**config.mk**
```make
export PLATFORM = sky130hd
export DESIGN_NAME = rom_port_arbiter
export DESIGN_NICKNAME = d
export VERILOG_FILES = /design/src/rtl/rom_arb_pkg.sv /design/src/rtl/rr_select.sv /design/src/rtl/rom_port_arbiter.sv
export SDC_FILE = /design/constraint.sdc
export NUM_CORES = 1
export LEC_CHECK = 0
export ABC_AREA = 1
export CAP_MARGIN = 40
export CELL_PAD_IN_SITES_DETAIL_PLACEMENT = 1
export CELL_PAD_IN_SITES_GLOBAL_PLACEMENT = 1
export CORE_ASPECT_RATIO = 1.1
export CORE_MARGIN = 4
export CORE_UTILIZATION = 14
export CTS_CLUSTER_SIZE = 10
export DETAILED_ROUTE_END_ITERATION = 16
export PLACE_DENSITY_LB_ADDON = 0.12
export RECOVER_POWER = 50
export SLEW_MARGIN = 20
export SYNTH_ARGS = -nofsm -noshare
export SYNTH_HDL_FRONTEND = slang
export SYNTH_SLANG_ARGS = --single-unit
```
**constraint.sdc**
```tcl
create_clock -name clk -period 2.87 [get_ports clk]
set_input_delay 0.574 -clock clk [delete_from_list [all_inputs] [get_ports clk]]
set_output_delay 0.574 -clock clk [all_outputs]
set_load 0.005 [all_outputs]
```
**src/rtl/rom_arb_pkg.sv**
```systemverilog
// Shared types for the ROM port arbiter: requester limit, FSM state, requester ID.
package rom_arb_pkg;

    localparam int N_REQ_MAX = 4;

    typedef enum logic {
        IDLE,
        PEND
    } arb_state_t;

    typedef logic [$clog2(N_REQ_MAX)-1:0] req_id_t;

endpackage

```
**src/rtl/rr_select.sv**
```systemverilog
// Rotating-priority one-hot selector: first set request at or after ptr wins.
// Purely combinational, zero latency; no flow control of its own.
// Grant is zero when no request is set.
module rr_select
    import rom_arb_pkg::*;
#(
    parameter int N = 2
)(
    input  logic [N-1:0] req,
    input  req_id_t      ptr,
    output logic [N-1:0] gnt,
    output req_id_t      gnt_idx,
    output logic         gnt_any
);

    localparam logic [2:0] N_EXT = 3'(N);

    logic [2*N-1:0] req_dbl;
    logic [N-1:0]   req_rot;
    req_id_t        off;
    logic [2:0]     sum;

    always_comb begin
        // Rotate so that bit 0 is the requester at ptr, then find the first set bit.
        req_dbl = {req, req};
        req_rot = req_dbl[ptr +: N];
        off = '0;
        for (int k = N - 1; k >= 0; k--) begin
            if (req_rot[k]) begin
                off = req_id_t'(k);
            end
        end
        sum = {1'b0, ptr} + {1'b0, off};
        if (sum >= N_EXT) begin
            sum = sum - N_EXT;
        end
        gnt_idx = sum[1:0];
        gnt_any = |req;
        gnt = '0;
        for (int i = 0; i < N; i++) begin
            gnt[i] = gnt_any && (gnt_idx == req_id_t'(i));
        end
    end

endmodule

```
**src/rtl/rom_port_arbiter.sv**
```systemverilog
// Round-robin sharing of one registered ROM read port; ROM_ARB_LOCK_EN adds req_lock burst hold.
// Latency 1: a grant in cycle t returns rsp_valid/rsp_id/rsp_data in cycle t+1.
// Backpressure: no grant while a response is pending and not accepted; outputs hold stable.
module rom_port_arbiter
    import rom_arb_pkg::*;
#(
    parameter int WIDTH = 32,
    parameter int N_REQ = 2,
    parameter int IDW   = 2
)(
    input  logic                   clk,
    input  logic                   rst,
    input  logic [N_REQ-1:0]       req_valid,
`ifdef ROM_ARB_LOCK_EN
    input  logic [N_REQ-1:0]       req_lock,
`endif
    input  logic [N_REQ*WIDTH-1:0] req_addr,
    output logic [N_REQ-1:0]       req_ready,
    output logic                   rsp_valid,
    output logic [IDW-1:0]         rsp_id,
    output logic [WIDTH-1:0]       rsp_data,
    input  logic                   rsp_ready,
    output logic                   rom_en,
    output logic [WIDTH-1:0]       rom_addr,
    input  logic [WIDTH-1:0]       rom_rd
);

    arb_state_t       state;
    req_id_t          ptr;
    req_id_t          ptr_nxt;
    logic [N_REQ-1:0] sel_gnt;
    req_id_t          sel_idx;
    logic             sel_any;
    logic             can_issue;
    logic             fire;
    logic             hold_ptr;

    rr_select #(.N(N_REQ)) u_sel (
        .req     (req_valid),
        .ptr     (ptr),
        .gnt     (sel_gnt),
        .gnt_idx (sel_idx),
        .gnt_any (sel_any)
    );

    // rom_rd only changes after a fire, so it can feed rsp_data directly.
    assign rsp_data = rom_rd;

    always_comb begin
        can_issue = ((state == IDLE) || (rsp_valid && rsp_ready)) && !rst;
        req_ready = can_issue ? sel_gnt : '0;
        fire      = can_issue && sel_any;
        rom_en    = fire;
        rom_addr  = '0;
        for (int i = 0; i < N_REQ; i++) begin
            if (fire && sel_gnt[i]) begin
                rom_addr = req_addr[i*WIDTH +: WIDTH];
            end
        end
        ptr_nxt = (sel_idx == req_id_t'(N_REQ - 1)) ? '0 : sel_idx + 1'b1;
`ifdef ROM_ARB_LOCK_EN
        // A locked fire keeps ptr on the winner, so it stays first in the search.
        hold_ptr = |(req_lock & sel_gnt);
`else
        hold_ptr = 1'b0;
`endif
    end

    always_ff @(posedge clk or posedge rst) begin
        if (rst) begin
            state     <= IDLE;
            rsp_valid <= 1'b0;
            rsp_id    <= '0;
            ptr       <= '0;
        end else begin
            if (fire) begin
                state     <= PEND;
                rsp_valid <= 1'b1;
                rsp_id    <= IDW'(sel_idx);
                if (!hold_ptr) begin
                    ptr <= ptr_nxt;
                end
            end else if (rsp_valid && rsp_ready) begin
                state     <= IDLE;
                rsp_valid <= 1'b0;
            end
        end
    end

endmodule
```
==> results by stage <==
Outcome:
- The run finished, with violations left.
- The checks that failed: setup timing.

Global routing:
- The first global-routing pass estimated 8.542 mm of wire.
- The total global routing track utilization is 10.75%.
- The remaining global-route overflow is 0.
- The number of antenna violations at the first check in global routing is 0.
- The maximum number of pins on one net before global-route repair is 19.
- The via count of the first global-routing pass is 1563.

Synthesis:
- sky130_fd_sc_hd__nand3_1 takes more of the synthesized area than any other cell.
- The number of distinct library cell variants in the gate-level netlist after synthesis is 22.
- Synthesis produced a netlist with a net count of 287.
- Among all cell types in the netlist, the one instantiated most often is sky130_fd_sc_hd__nand3_1.
- The synthesized design contains 5 register bits.
- After synthesis, the mean cell area works out to 6.427 um2.
- After synthesis, the most frequently instantiated cells are 64 x sky130_fd_sc_hd__nand3_1, 41 x sky130_fd_sc_hd__nand2_1, 32 x sky130_fd_sc_hd__buf_4.
- The count of mapped cells out of synthesis is 183.
- By area the synthesized netlist is led by sky130_fd_sc_hd__nand3_1 27%, sky130_fd_sc_hd__buf_4 20%, sky130_fd_sc_hd__nand2_1 13%, sky130_fd_sc_hd__dfrtp_1 11%, sky130_fd_sc_hd__buf_6 9.6%.
- The flip-flop cell with the highest count after synthesis is sky130_fd_sc_hd__dfrtp_1.
- The count of flip-flops with a built-in enable after synthesis is 0.
- The netlist area before placement is 1176 um2.
- Yosys printed 0 warnings.
- The async set or reset register ratio after synthesis is 100.0%.
- For this run, the register share of the synthesized area comes to 10.64%.
- The top-area cell type share of the netlist area is 27.23%.

Timing:
- Setup violations remaining at the end of the flow were counted as 31.
- The part of the cycle the worst path needs is 105.6%.
- The worst slew margin relative to its limit is 78.70%.
- The worst setup slack after layout is -0.1612 ns.
- At the pin with the least slew margin, the transition time is 0.3195 ns.
- The number of max-slew violations in the final report is 0.
- The post-route setup TNS is -2.261 ns.
- Setup repair after global routing could not meet its margin everywhere.
- The final number of hold-violating endpoints is 0.
- For the finished layout, the period the worst path requires is 3.031 ns.
- Static timing analysis puts the maximum clock frequency at 329.9 MHz.
- On the final layout, the worst clock skew is 0.001351 ns.

Critical path:
- Data on the critical path is required at its endpoint by 2.30 ns.
- In this run the critical register-to-register path is launched from ptr[0].
- For the worst setup path, the data arrival time is 2.46 ns.
- The critical path's largest stage delay is 0.25 ns.
- The destination of the worst register-to-register timing path is rsp_id[1].
- The category of the worst setup path launch point is an input port.
- The number of cells on the worst reg-to-reg path is 11.
- Among the stages of the critical path, the cell type that occurs most often is sky130_fd_sc_hd__buf_6.
- The cell with the largest stage delay on the worst path is sky130_fd_sc_hd__or2_4.
- The nature of the critical path endpoint is an output pin.
- Traced cell by cell, the critical path runs through buf_6 > o31ai_2 > ha_2 > inv_2 > ha_4 > or2_4 > nand2_4 > buf_6 > clkinv_8 > buf_16 > buf_8 > buf_6 > nand3_2 > nand2_1 > buf_2.
- For flop-to-flop paths, the worst setup slack is 0.78 ns.
- The critical path in this run is classified as in -> out.
- The peak fanout along the critical path is 3.

Clock network:
- The CTS tree is yes.
- CTS placed an instance of sky130_fd_sc_hd__clkbuf_8 at the clock tree root.
- The count of H-tree levels built during CTS is 1.
- The number of CTS-inserted buffers is 3.
- No sink is reached through more buffers than the 2 on the longest clock path.
- After clock tree synthesis, the clock-pin slew on the worst setup and hold paths is 0.04 ns.
- The clock reaches the later pin of the worst-skew pair after 0.22 ns.
- The count of clock tree sinks is 5.
- The number of hold buffers added after CTS was 0.

Min path:
- The tightest min-delay check is of the reg -> reg type.
- The hold-critical path depth is 1.
- For hold timing, the worst endpoint is rsp_id[0].
- The worst hold path begins at rsp_id[0].

Route:
- The met2 wire length is 2.974 mm.
- Dividing the detail-routed wire length by the instance count gives 14.24 um.
- Once detail routing completed, the nets flagged for antenna violations numbered 0.
- After detailed routing, the total wire length is 5.638 mm.
- For this run, design rule violations remaining after detail routing come to 0.
- The number of violations reported at the end of detailed-routing iteration 0 is 20.
- The highest routing layer actually used is met4.
- The detailed router placed 1580 vias in this run.
- The wire length on met1 is 2.062 mm.
- The met3 layer wire length in the routed design is 540 um.
- Before antenna repair, the detailed router went through 2 iterations.
- The via density per instance is 3.990.

Power:
- The leakage dissipation is 0.001211 uW.
- After layout, the design draws a total of 1822 uW.
- For this design the ratio of total power to cell area is 733.1 nW/um2.
- The worst voltage drop across the vdd grid is 331.2 uV.

Die:
- The floorplan row count is 34.
- The I/O pin count is 171.
- In this run the vertical extent of the chip is 104.1 um.
- The effective utilization at floorplan is 14.63%.
- The width of the chip is 95.39 um.
- The core area is 8040 um2.
- The die covers 9933 um2.

Place:
- Once detailed placement completed, the half-perimeter wirelength came to 4.147 mm.
- During placement, the flow inserted port buffers numbering 106.
- At the end of routability-driven placement, the weighted congestion stood at 0.6883.

Finish:
- The area growth from synthesis to final layout is 111.3%.
- After the last flow step, the layout net total stands at 393.
- 0 antenna diodes ended up in the layout.
- The share of cells above drive strength 1 is 38.89%.

Run:
- The tool flagged a number of max-cap violations equal to 0.
==> flip-flops by register name (all words and copies together) (netlist names) <==
name / flops
ptr: 2
rsp_id: 2
state: 1
==> cell usage in the layout (no fill, tap or decap), types with 3 or more instances in the layout <==
cell and count:
sky130_fd_sc_hd__clkbuf_2 20, sky130_fd_sc_hd__nand2_1 40, sky130_fd_sc_hd__buf_12 7, sky130_fd_sc_hd__dfrtp_1 5, sky130_fd_sc_hd__clkdlybuf4s50_1 69, sky130_fd_sc_hd__buf_2 12, sky130_fd_sc_hd__nand3_2 19, sky130_fd_sc_hd__buf_6 7
sky130_fd_sc_hd__clkbuf_8 3, sky130_fd_sc_hd__nand2_2 3, sky130_fd_sc_hd__inv_1 6, sky130_fd_sc_hd__nand3_1 45, sky130_fd_sc_hd__buf_4 23
==> cell families after synthesis <==
kind of cell	Yosys count	synth area share [%]
simple gates	115	49.04
buf+inv	56	35.00
flops	5	10.64
compound gates	4	2.127
fa+ha+maj	3	3.192
==> report_power, final <==
group	internal, uW	total, uW	leakage, uW	switching (uW)
clock	95.5	132	0.0000228	36.2
sequential	96.3	112	0.0000619	16.2
combinational	835	1580	0.00113	742
==> timing repair <==
action                     4_1_cts  5_1_grt
gates cloned                     2        1
hold endpoints to repair         0        0
setup buffers                    8        8
resized for setup               69       96
setup endpoints to repair       35       34
pin swaps                        3       20
==> how the worst max path moves through the flow <==
stage | start | endpoint | slack, ns
after floorplan | req_valid[1] | rom_addr[0] | 0.29
after detailed placement | req_valid[1] | rom_addr[18] | -0.75
after global placement | req_valid[1] | rom_addr[6] | -0.76
after CTS | req_valid[0] | rom_addr[18] | -0.25
after global routing | req_valid[1] | rom_addr[0] | -0.26
final | req_valid[0] | rom_addr[0] | -0.16
==> routing by layer <==
layer | vias up | GRT usage (%)
met5 | - | 0
met4 | 0 | 2.642
met3 | 16 | 2.605
met2 | 65 | 19.11
met1 | 721 | 12.69
li1 | 778 | -
==> worst max-delay path, delay by kind of cell <==
| kind | cells | cell delay (ns) |
|---|---|---|
| buffers and inverters | 8 | 0.80 |
| adders and majority gates | 2 | 0.45 |
| and+or+nand+nor | 4 | 0.43 |
| AOI/OAI and AO/OA | 1 | 0.22 |
==> through the flow <==
stage	cells	hold WS [ns]	instance area, um2	utilization, %	setup WS [ns]
after floorplan	183	0.3840	1176	-	0.2860
after global placement	376	0.4793	2260	28.10	-0.7556
after detailed placement	376	0.4867	2260	28.10	-0.7496
after CTS	390	0.4979	2445	30.41	-0.2484
after global routing	396	0.5097	2485	30.91	-0.2583
final	396	0.4954	2485	30.91	-0.1612
==> layout make-up <==
cell class                      instances  area (um2)
Sequential cell                         5       125.1
Timing Repair Buffer                  146        1356
Clock buffer                            4       45.04
Tap cell                              108       135.1
Multi-Input combinational cell        122       764.5
Fill cell                             971        5555
Inverter                               11       58.81
No activity file was read; power rests on OpenSTA's default activity.
